===== src/rtl/keypad_pkg.sv =====
`default_nettype none
// ============================================================================
// Module   : keypad_pkg
// Purpose  : Shared types, constants and helpers for the 4x4 keypad scanner.
// Revision : 1.0
// ============================================================================
package keypad_pkg;

  // Scanner states, in the order they are normally visited.
  typedef enum logic [2:0] {
    IDLE     = 3'd0,
    DEBOUNCE = 3'd1,
    SCAN0    = 3'd2,
    SCAN1    = 3'd3,
    SCAN2    = 3'd4,
    SCAN3    = 3'd5,
    HELD     = 3'd6,
    RELEASE  = 3'd7
  } state_t;

  // All columns driven: any pressed key shows up on the rows.
  localparam logic [3:0] COL_ALL = 4'b1111;

  // One-hot column drive for a column index.
  function automatic logic [3:0] onehot_col(input logic [1:0] idx);
    onehot_col = 4'b0001 << idx;
  endfunction

  // Index of the lowest set row bit; lowest row wins inside a column.
  function automatic logic [1:0] row_prio(input logic [3:0] row);
    if (row[0])      row_prio = 2'd0;
    else if (row[1]) row_prio = 2'd1;
    else if (row[2]) row_prio = 2'd2;
    else             row_prio = 2'd3;
  endfunction

endpackage
`default_nettype wire


===== src/rtl/keypad_row_sync.sv =====
`default_nettype none
// ============================================================================
// Module   : keypad_row_sync
// Purpose  : SYNC_STAGES-deep synchronizer for the asynchronous row lines.
// Revision : 1.0
// ============================================================================
module keypad_row_sync #(
  parameter int SYNC_STAGES = 2
) (
  input  logic       clk,
  input  logic       rst_n,
  input  logic [3:0] row_async,
  output logic [3:0] row_sync
);

  logic [SYNC_STAGES-1:0][3:0] stage;

  // Shift the raw rows through the flop chain; reset clears every rank.
  always_ff @(posedge clk) begin
    if (!rst_n) begin
      stage <= '0;
    end else begin
      stage[0] <= row_async;
      for (int i = 1; i < SYNC_STAGES; i++) begin
        stage[i] <= stage[i-1];
      end
    end
  end

  assign row_sync = stage[SYNC_STAGES-1];

endmodule
`default_nettype wire


===== src/rtl/keypad_scan_controller.sv =====
`default_nettype none
// ============================================================================
// Module   : keypad_scan_controller
// Purpose  : Column-scanning 4x4 hex keypad controller with press/release
//            debounce, priority resolution and a one-cycle Valid pulse.
// Revision : 1.0
// ============================================================================
module keypad_scan_controller
  import keypad_pkg::*;
#(
  parameter int DEBOUNCE_CYCLES = 16,
  parameter int SETTLE_CYCLES   = 3,
  parameter int SYNC_STAGES     = 2
) (
  input  logic       Clock,
  input  logic       Reset,
  input  logic [3:0] Row,
  output logic [3:0] Col,
  output logic [3:0] Code,
  output logic       Valid,
  output logic       Key_Down
);

  localparam int CNT_MAX = (DEBOUNCE_CYCLES > SETTLE_CYCLES) ? DEBOUNCE_CYCLES : SETTLE_CYCLES;
  localparam int CNT_W   = $clog2(CNT_MAX + 1);
  localparam logic [CNT_W-1:0] DEB_LAST    = CNT_W'(DEBOUNCE_CYCLES - 1);
  localparam logic [CNT_W-1:0] SETTLE_LAST = CNT_W'(SETTLE_CYCLES - 1);

  logic [3:0]       row_s;
  state_t           state, state_next;
  logic [CNT_W-1:0] count, count_next;
  logic [1:0]       scan_idx;      // column of the current SCAN state
  logic [1:0]       hold_col;      // winning column while the key is held
  logic [1:0]       hold_col_next;
  logic             capture;       // a key was found on the last dwell cycle
  logic [3:0]       col_next;
  logic [3:0]       col_r;
  logic             pend_valid;    // Valid/Code are published one cycle after capture
  logic [3:0]       pend_code;
  logic [3:0]       code_r;
  logic             valid_r;
  logic             key_down_r;

  keypad_row_sync #(
    .SYNC_STAGES(SYNC_STAGES)
  ) u_row_sync (
    .clk      (Clock),
    .rst_n    (Reset),
    .row_async(Row),
    .row_sync (row_s)
  );

  // Column index implied by the current scan state.
  always_comb begin
    scan_idx = 2'd0;
    case (state)
      SCAN1:   scan_idx = 2'd1;
      SCAN2:   scan_idx = 2'd2;
      SCAN3:   scan_idx = 2'd3;
      default: scan_idx = 2'd0;
    endcase
  end

  // Next-state, dwell counter and column-drive decode.
  always_comb begin
    state_next    = state;
    count_next    = count + CNT_W'(1);
    capture       = 1'b0;
    hold_col_next = hold_col;
    col_next      = COL_ALL;

    unique case (state)
      IDLE: begin
        count_next = '0;
        if (row_s != 4'd0) state_next = DEBOUNCE;
      end
      DEBOUNCE: begin
        if (row_s == 4'd0)          state_next = IDLE;
        else if (count == DEB_LAST) state_next = SCAN0;
      end
      SCAN0, SCAN1, SCAN2, SCAN3: begin
        if (count == SETTLE_LAST) begin
          if (row_s != 4'd0) begin
            state_next    = HELD;
            capture       = 1'b1;
            hold_col_next = scan_idx;
          end else begin
            case (state)
              SCAN0:   state_next = SCAN1;
              SCAN1:   state_next = SCAN2;
              SCAN2:   state_next = SCAN3;
              default: state_next = IDLE;   // nothing found in the last column
            endcase
          end
        end
      end
      HELD: begin
        count_next = '0;
        if (row_s == 4'd0) state_next = RELEASE;
      end
      RELEASE: begin
        if (row_s != 4'd0)          state_next = HELD;
        else if (count == DEB_LAST) state_next = IDLE;
      end
    endcase

    if (state_next != state) count_next = '0;

    case (state_next)
      SCAN0:         col_next = onehot_col(2'd0);
      SCAN1:         col_next = onehot_col(2'd1);
      SCAN2:         col_next = onehot_col(2'd2);
      SCAN3:         col_next = onehot_col(2'd3);
      HELD, RELEASE: col_next = onehot_col(hold_col_next);
      default:       col_next = COL_ALL;
    endcase
  end

  // State, counter and column-drive registers.
  always_ff @(posedge Clock) begin
    if (!Reset) begin
      state    <= IDLE;
      count    <= '0;
      hold_col <= 2'd0;
      col_r    <= COL_ALL;
    end else begin
      state    <= state_next;
      count    <= count_next;
      hold_col <= hold_col_next;
      col_r    <= col_next;
    end
  end

  // Registered output stage: code capture, Valid pulse and Key_Down level.
  always_ff @(posedge Clock) begin
    if (!Reset) begin
      pend_valid <= 1'b0;
      pend_code  <= 4'h0;
      code_r     <= 4'h0;
      valid_r    <= 1'b0;
      key_down_r <= 1'b0;
    end else begin
      pend_valid <= capture;
      if (capture) pend_code <= {row_prio(row_s), scan_idx};
      valid_r <= pend_valid;
      if (pend_valid) code_r <= pend_code;
      if (state_next == IDLE)  key_down_r <= 1'b0;
      else if (pend_valid)     key_down_r <= 1'b1;
    end
  end

  assign Col      = col_r;
  assign Code     = code_r;
  assign Valid    = valid_r;
  assign Key_Down = key_down_r;

endmodule
`default_nettype wire


===== config.mk =====
export PLATFORM = sky130hd
export DESIGN_NAME = keypad_scan_controller
export DESIGN_NICKNAME = d
export VERILOG_FILES = /design/src/rtl/keypad_pkg.sv /design/src/rtl/keypad_row_sync.sv /design/src/rtl/keypad_scan_controller.sv
export SDC_FILE = /design/constraint.sdc
export NUM_CORES = 1
export LEC_CHECK = 0
export ABC_AREA = 1
export BUFFER_PORTS_ARGS = -buffer_cell sky130_fd_sc_hd__buf_2
export CAP_MARGIN = 25
export CORE_ASPECT_RATIO = 1.4
export CORE_MARGIN = 2
export CORE_UTILIZATION = 40
export DETAILED_ROUTE_END_ITERATION = 16
export GPL_TIMING_DRIVEN = 0
export PLACE_DENSITY = 0.69
export SLEW_MARGIN = 20
export SYNTH_ARGS = -nofsm -noshare
export SYNTH_HDL_FRONTEND = slang
export SYNTH_SLANG_ARGS = --single-unit

===== constraint.sdc =====
create_clock -name Clock -period 1.8 [get_ports Clock]
set_clock_uncertainty 0.15 [all_clocks]
set_input_delay 0.18 -clock Clock [delete_from_list [all_inputs] [get_ports Clock]]
set_output_delay 0.18 -clock Clock [all_outputs]
set_load 0.03 [all_outputs]

Yosys cells after proc, flatten, opt, wreduce, memory -nomap -nowiden:

Index checks and enable logic that the tools add are counted.

* $add $sub $neg: 1
* multiply operators: 0
* divide/modulo/power cells: 0
* order comparisons: 0
* eq/ne operators: 16
* shift-type cells: 1
* muxes and demuxes: 21
* bitwise gates (word level): 1
* reduce and logical (&&, ||, !) cells: 8

Operator list (count)
* equality test 3 bit, second input constant: 8
* two-way mux 3 bit: 8
* case mux 4 bit (5 select lines): 1
* case mux 3 bit (5 select lines): 1
* equality test 3 x 2 -> 1 bit, second input constant: 4
* two-way mux 2 bit: 5
* case mux 3 bit (3 select lines): 1
* OR reduction 4 bit: 2
* zero test 3 bit: 2
* case mux 2 bit (3 select lines): 1
* adder 5 x 1 -> 5 bit, second input constant: 1
* equality test 5 x 2 -> 1 bit, second input constant: 1
* equality test 5 x 4 -> 1 bit, second input constant: 1
* zero test 4 bit: 1
* two-way mux 1 bit: 4
* nonzero test 4 bit: 1
* OR reduction 2 bit: 2
* << shifter 1 x 2 -> 4 bit, first input constant: 1
* equality test 3 x 1 -> 1 bit, second input constant: 1
* inequality test 3 bit: 1
* inverter 1 bit: 1

* flip-flop bits (word level): 33
* latch bits: 0
* RAM bits: 0
* memory bits (read-only): 0
* input port bits: 6
* output and inout bits: 10
* logic and storage cells: 59
* memories: 0

Depth between registers and ports, before layout:

Gate-level depths: netlist of run 1.

* word-level depth: 8
* mapped depth: 14
* mapped depth without buffers: 14

By module:

From an unflattened synthesis of run 1, not the netlist that was laid out.

* cell total of the unflattened synthesis: 209
* area total of the unflattened synthesis: 1460.2 µm²

By module, submodules not included
* keypad_scan_controller: times used 1, cells each 180, area an instance 1204.9 µm²
* keypad_row_sync: times used 1, cells each 29, area an instance 255.2 µm²

Least setup slack after synthesis of run 1:

No wires, ideal clock.

* path type: register to register
* start point: reg count[0]
* end point: reg col_r[2], in the netlist Col[2]
* data arrival time: 1.524 ns
* data required time: 1.522 ns
* slack: -0.002 ns
* cell stages (with the launch flop): 13
* path buffers: 0
* period minus slack after synthesis: 1.802 ns
* cell sequence: dfxtp_1 ha_1 and3_1 ha_1 nand3_1 nand2_1 nand2_1 nor2_2 nand2_4 nand2_1 clkinv_1 nand3_1 o211ai_1

* word-level cells in the longest chain between the ends: 7
* elaborated cells between the ends (all ways): 19
* classes of those cells: eq/ne: 8; shift: 1; mux: 9; reduce/logical: 1

RTL lines
* start, declared: line keypad_scan_controller.sv:31 `logic [CNT_W-1:0] count, count_next;`
* start signal, assigned: line keypad_scan_controller.sv:128 `count <= count_next;`
* equality test 5 x 4 -> 1 bit: line keypad_scan_controller.sv:79, keypad_scan_controller.sv:103
* two-way mux 3 bit, on equally long branches: line keypad_scan_controller.sv:103, keypad_scan_controller.sv:79
* two-way mux 3 bit, on equally long branches: line keypad_scan_controller.sv:102, keypad_scan_controller.sv:78
* case mux 3 bit (5 select lines): line keypad_scan_controller.sv:72 `unique case (state)`
* equality test 3 bit: line keypad_scan_controller.sv:109 `case (state_next)`
* OR reduction 2 bit: line keypad_scan_controller.sv:109
* case mux 4 bit (5 select lines) *: line keypad_scan_controller.sv:109
* end signal, assigned: line keypad_scan_controller.sv:130 `col_r <= col_next;`
* end, declared: line keypad_scan_controller.sv:37 `logic [3:0] col_r;`

Every way passes the cells marked *; elsewhere a longest branch is shown, timed or not.
A chain may end at the register's enable or synchronous reset.

Final worst setup path of run 1:

Same ends and word-level chain as after synthesis.

==> results of run 1 <==
power by group through the flow:
| stage | registers (mW) | clock network, mW | logic (mW) |
|---|---|---|---|
| after floorplan | 0.762 | 0 | 0.0603 |
| after global placement | 0.762 | 0 | 0.0767 |
| after detailed placement | 0.763 | 0 | 0.0779 |
| after CTS | 0.745 | 0.727 | 0.0875 |
| after global routing | 0.744 | 0.759 | 0.103 |
| final | 0.744 | 0.716 | 0.0909 |
flip-flops by register name, indices dropped and copies added (netlist names):
register,count
Code,4
Col,4
Key_Down,1
Valid,1
count,5
hold_col,2
pend_code,4
pend_valid,1
state,3
u_row_sync.row_sync,4
u_row_sync.stage,4
repair_timing:
action                                  CTS  global route
endpoints found under the setup margin   13            12
gates cloned                              0             0
setup buffers                             2             1
hold buffers                              4             0
pin swaps                                10            14
endpoints found under the hold margin     4             0
gates resized for setup                  17            15
per-stage QoR:
| stage | instances | worst slack (ps) | hold WS [ps] | area, um2 |
|---|---|---|---|---|
| global placement | 264 | -172.6 | 210.0 | 1660 |
| finish | 279 | -91.61 | 65.42 | 1946 |
| global route | 279 | -204.2 | 107.6 | 1946 |
| detailed placement | 264 | -194.4 | 216.1 | 1660 |
| floorplan | 208 | 14.13 | 127.6 | 1538 |
| CTS | 278 | -97.15 | 65.55 | 1894 |
cells in the mapped netlist (2+ instances only):
cell type and n:
nand2_1 50, dfxtp_1 33, nor2_1 29, inv_1 25
nand3_1 16, nand2_2 8, inv_2 6, nor2_2 6
o21ai_0 5, a21oi_1 4, ha_1 3, nand2_4 3
nor2_4 3, nand3_2 2
area by class of cell:
cell class,count,area (um2)
clock buffers,5,68.82
fillers,351,1730
multi-input cells,138,820.8
inverters,33,128.9
flip-flops and latches,33,668.1
plain buffers,4,27.53
clock inverters,3,46.29
repair buffers,21,132.6
well taps,42,52.55
worst max-delay path by stage:
stage,startpoint,end,cells after the start
final,count[0]$_SDFF_PP0_,Col[2]$_SDFF_PN1_,11
after global placement,count[1]$_SDFF_PP0_,Key_Down$_SDFFE_PP0P_,12
after CTS,count[1]$_SDFF_PP0_,count[2]$_SDFF_PP0_,13
after detailed placement,count[1]$_SDFF_PP0_,count[2]$_SDFF_PP0_,13
after floorplan,count[1]$_SDFF_PP0_,Col[2]$_SDFF_PN1_,12
after global routing,count[0]$_SDFF_PP0_,count[0]$_SDFF_PP0_,13
cell families after synthesis:
group / after synthesis / synth area share [%]
compound gates: 14 / 5.714
xor+xnor: 2 / 1.143
fa+ha+maj: 3 / 2.449
buf+inv: 37 / 10.04
flops: 33 / 43.10
simple gates: 119 / 37.55
routing by layer:
metal / global-route usage [%] / vias up / wire [um]
met1: 16.13 / 564 / 1266
li1: - / 689 / -
met5: 0 / - / 0
met3: 3.879 / 11 / 114
met4: 11.19 / 0 / 90
met2: 27.41 / 28 / 1595
worst max-delay path, stage by stage, from the launching register on:
cell and delay, ps:
dfxtp_4 380, ha_4 130, and3_4 190, ha_4 140, nand3_2 70, nand2_2 80, nand2_4 60, nor2_4 120
nand2_4 100, buf_4 140, buf_4 120, o211ai_1 130
==> reports/metrics.csv, run 1 <==
stage,metric,value,unit
hold_path,hold_start,Reset,
sta,rsz0062_at_grt,true,
floorplanning,start_util,41.70,%
sta,worst_slack,-91.61,ps
synth,ys_ff_latch,33,
critical_path,cp.arrival,1960,ps
critical_path,r2r-start,count[0]$_SDFF_PP0_,
flow_run,max-cap-violations,0,
clocking,htree_levels,2,
floorplanning,die_area,4350,um2
global_routing,grt_first_pass_wirelength,5264,um
clocking,cts_buffer_depth,2,
synth,synth-edff-count,0,
power_and_ir_drop,seqPwrFrac,48.0,%
global_routing,grt_start_max_net_pins,13,
sta,setup_tns,-540.2,ps
final_layout,utilization,52.93,%
place,port_buffers,14,
place,post-dp-hpwl,2084,um
final_layout,final_common_cell,nand2_1,
floorplanning,rows,26,
hold_path,whs_path_depth,3,
synth,async_flop_share,0,%
synth,synth-main-ff-cell,dfxtp_1,
power_and_ir_drop,p_switching,0.3641,mW
global_routing,gr-total-overflow,0,
synth,synth_area_leader_cell,dfxtp_1,
power_and_ir_drop,p_sw_share,23.49,%
routing,drc,0,
critical_path,crit_type,flip-flop to flip-flop,
sta,tightest_slew,392.3,ps
floorplanning,dieHeight,77.24,um
synth,syn_nets,217,
status,violations,negative setup slack,
final_layout,diodes,0,
global_routing,antenna_found_initial,0,
floorplanning,die_x,56.32,um
synth,netlist_area,1533,um2
routing,ant_nets,0,
power_and_ir_drop,leakagePower,0.8984,nW
power_and_ir_drop,internal_power,1.186,mW
synth,ys_warn_count,0,
global_routing,grt_use_total,15.79,%
sta,fin_crit,1892,ps
routing,viasPerCell,4.631,
routing,drtIter0Drc,35,
hold_path,hp-class,primary input to flip-flop,
routing,wirelength,3066,um
synth,syn_avg_cell_area,7.369,um2
power_and_ir_drop,p_total,1.550,mW
sta,fin_crit_sh,105.1,%
sta,slew-limit-headroom,73.84,%
power_and_ir_drop,max-vdd-ir-drop,0.7894,mV
synth,synth_top_cell_area_share,43.10,%
clocking,clk_pin_slew,80,ps
clocking,cts_sinks,33,
clocking,cts_made_buffers,5,
routing,num_vias,1292,
critical_path,crit_fanout,5,
sta,hold_viol,0,
critical_path,critPathCaptureType,flip-flop,
critical_path,r2r_end,Col[2]$_SDFF_PN1_,
hold_path,min_to,Code[1]$_SDFFE_PN0P_,
global_routing,grt_pass1_vias,1245,
final_layout,layout_common_cells,"nand2_1, dfxtp_1, inv_1",
place,place_congestion,0.8524,
final_layout,nNetsFinal,245,
synth,netlist_instances,208,
floorplanning,io_pins,16,
routing,wl_per_cell,10.99,um
critical_path,start_kind,flip-flop,
power_and_ir_drop,power-per-cell-area,796.8,nW/um2
final_layout,syn2layout_area_growth,26.94,%
clocking,root_buffer,clkbuf_8,
synth,ys_seq_area_share,43.10,%
synth,ys_top_cells_by_area,"dfxtp_1, nand2_1, nor2_1",
sta,max_freq,0.5287,GHz
critical_path,worst_r2r_path_depth,11,
status,outcome,finished with violations,
power_and_ir_drop,p_comb_share,5.9,%
power_and_ir_drop,p_clk_share,46.2,%
floorplanning,core-area,3676,um2
critical_path,cp.required,1870,ps
routing,drtPass1Iterations,4,
sta,setup_viol,10,
synth,synth.distinct_cells,29,
final_layout,layout-drive-gt1-share,36.71,%
sta,slew_violations,0,
clocking,cts_tree,done,
clocking,insertion_delay,300,ps
critical_path,r2r_slack,-90,ps
(Power assumes the default switching activity.)
==> inputs of run 2 (changes only) <==
Settings changed: CAP_MARGIN 25 to 30.
Clock period 1.8 ns to 1.6 ns, I/O delays scaled along.
==> run 2 against run 1 <==
The run still ends with negative setup slack left. Critical path type unchanged. Die area unchanged. Combinational power up 23%. Sequential power up 12%. Largest cell class unchanged. Global-route usage about the same.
==> reports/metrics.csv, run 2 (synthesized netlist as in run 1, its figures left out) <==
stage,metric,value,unit,change
final_layout,utilization,54.63,%,+1.7 points
power_and_ir_drop,power-per-cell-area,768.6,nW/um2,-3.5%
sta,setup_tns,-3509,ps,-2969 ps
sta,setup_viol,18,,+8
critical_path,crit_type,flip-flop to flip-flop,,
hold_path,hp-class,primary input to flip-flop,,
critical_path,slowest_stage,dfxtp_4,,
final_layout,largest-register,count,,
routing,drc,0,,unchanged
critical_path,cp_top_family,simple AND/OR/NAND/NOR gates,,
power_and_ir_drop,max-vdd-ir-drop,0.5994,mV,-24%
place,post-dp-hpwl,2158,um,+3.6%
power_and_ir_drop,leakagePower,0.9344,nW,+4.0%
sta,tightest_slew,395.1,ps,+2.760 ps
global_routing,grt_first_pass_wirelength,5278,um,+0.27%
critical_path,path_cells,ha_4 -> and3_4 -> ha_4 -> nand3_2 -> nand2_1 -> nand2_1 -> nor2_2 -> nand2_4 -> nand2_2 -> nand2_2 -> inv_2 -> nand3_4 -> nor2_1,,
final_layout,largest_register_ff_count,5,,unchanged
global_routing,grt_use_total,15.78,%,about the same
routing,wl_per_cell,11.17,um,+1.7%
routing,ant_nets,0,,unchanged
sta,rsz0062_at_grt,true,,
critical_path,path_buf_inv,1,,-1
clocking,cts_tree,done,,
sta,slew_violations,0,,unchanged
final_layout,layout_common_cells,"nand2_1, dfxtp_1, nor2_1",,
clocking,cts_sinks,33,,unchanged
final_layout,syn2layout_area_growth,31.02,%,
floorplanning,rows,26,,unchanged
place,place_ws,-367.5,ps,-173.1 ps
sta,hold_viol,0,,unchanged
global_routing,grt_pass1_vias,1269,,+1.9%
clocking,root_buffer,clkbuf_8,,
final_layout,nNetsFinal,249,,+1.6%
critical_path,start_kind,flip-flop,,
critical_path,cp.arrival,1960,ps,about the same
sta,fin_crit,1887,ps,-4.940 ps
clocking,insertion_delay,290,ps,about the same
final_layout,layout-drive-gt1-share,40.25,%,+3.5 points
place,place_congestion,0.8806,,+3.3%
critical_path,crit_fanout,5,,unchanged
routing,num_vias,1346,,+4.2%
floorplanning,core-area,3676,um2,unchanged
routing,wirelength,3162,um,+3.1%
floorplanning,start_util,41.70,%,unchanged
clocking,cts_buffer_depth,2,,unchanged
sta,fin_crit_sh,117.9,%,+13 points
routing,drtIter0Drc,29,,-17%
floorplanning,io_pins,16,,unchanged
place,port_buffers,14,,unchanged
final_layout,diodes,0,,unchanged
sta,max_freq,0.5300,GHz,+0.26%
status,outcome,finished with violations,,
global_routing,grt_start_max_net_pins,11,,-2
status,violations,negative setup slack,,
global_routing,gr-total-overflow,0,,unchanged
critical_path,cp.required,1670,ps,-200 ps
clocking,cts_made_buffers,5,,unchanged
critical_path,critPathCaptureType,flip-flop,,
routing,drtPass1Iterations,4,,unchanged
routing,viasPerCell,4.756,,+2.7%
critical_path,slowest_delay,360,ps,-20 ps
floorplanning,die_x,56.32,um,unchanged
clocking,clk_pin_slew,60,ps,-20 ps
global_routing,antenna_found_initial,0,,unchanged
floorplanning,dieHeight,77.24,um,unchanged
flow_run,max-cap-violations,0,,unchanged
clocking,htree_levels,2,,unchanged
floorplanning,die_area,4350,um2,unchanged
sta,worst_slack,-286.7,ps,-195.1 ps
final_layout,final_common_cell,nand2_1,,
sta,slew-limit-headroom,73.63,%,-0.21 points
run 2: changes by cell type in the layout (fill, tap and decap cells not counted), moves of 2 or more:
cell,change
buf_4,+2
nand2_4,+2
nand2_1,-3
clkinv_2,+2
nand3_2,+2
nor2_2,-2
nand3_1,-3
run 2: what timing repair did:
item / CTS / global route
endpoints found under the hold margin: 4 / 0
buffers inserted: 4 / 3
pin swaps: 17 / 15
hold buffers: 4 / 0
setup endpoints to repair: 18 / 19
resized for setup: 30 / 11
run 2: layout make-up:
class / instances / area (um2)
Timing Repair Buffer: 25 / 178.9
Buffer: 4 / 27.53
Clock buffer: 6 / 72.57
Inverter: 33 / 131.4
Multi-Input combinational cell: 138 / 867.1
Clock inverter: 2 / 10.01
Sequential cell: 33 / 668.1
Fill cell: 343 / 1668
Tap cell: 42 / 52.55
run 2: where the power goes:
part / total [mW] / switching, mW / internal (mW) / leakage [nW]
registers: 0.837 / 0.00518 / 0.832 / 0.269
clock network: 0.595 / 0.294 / 0.301 / 0.0450
logic: 0.112 / 0.0703 / 0.0413 / 0.620
total: 1.54 / 0.370 / 1.17 / 0.934
run 2: through the flow:
step | power (mW) | hold WS (ps) | instance area, um2 | cells
2_1_floorplan | 0.9253 | 107.6 | 1554 | 208
6_report | 1.543 | 62.77 | 2008 | 283
3_3_place_gp | 0.9434 | 189.4 | 1677 | 264
4_1_cts | 1.549 | 54.97 | 1937 | 280
5_1_grt | 1.610 | 76.75 | 2008 | 283
3_5_place_dp | 0.9453 | 197.3 | 1677 | 264
run 2: worst reg2reg max path: stages (launching register included):
cell	delay, ps
dfxtp_4	360
ha_4	130
and3_4	180
ha_4	130
nand3_2	70
nand2_1	70
nand2_1	70
nor2_2	160
nand2_4	100
nand2_2	70
nand2_2	40
inv_2	60
nand3_4	110
nor2_1	110
run 2: path summary, 6_finish.rpt:
check                                                     from                                end  slack [ps]  cells past startpoint
worst max-delay path                       count[1]$_SDFF_PP0_                count[0]$_SDFF_PP0_        -290                     13
worst min-delay path                                     Reset                state[0]$_SDFF_PN0_          60                      3
worst max register to register             count[1]$_SDFF_PP0_                count[0]$_SDFF_PP0_        -290                     13
worst min register to register  u_row_sync.stage[2]$_SDFF_PN0_  u_row_sync.row_sync[2]$_SDFF_PN0_         260                      2
run 2: routing by layer:
metal / part of all wire (%) / GRT usage [%]
met1: 40 / 16.84
met3: 3.2 / 2.530
met4: 4.1 / 11.43
met5: 0 / 0
met2: 53 / 27.41
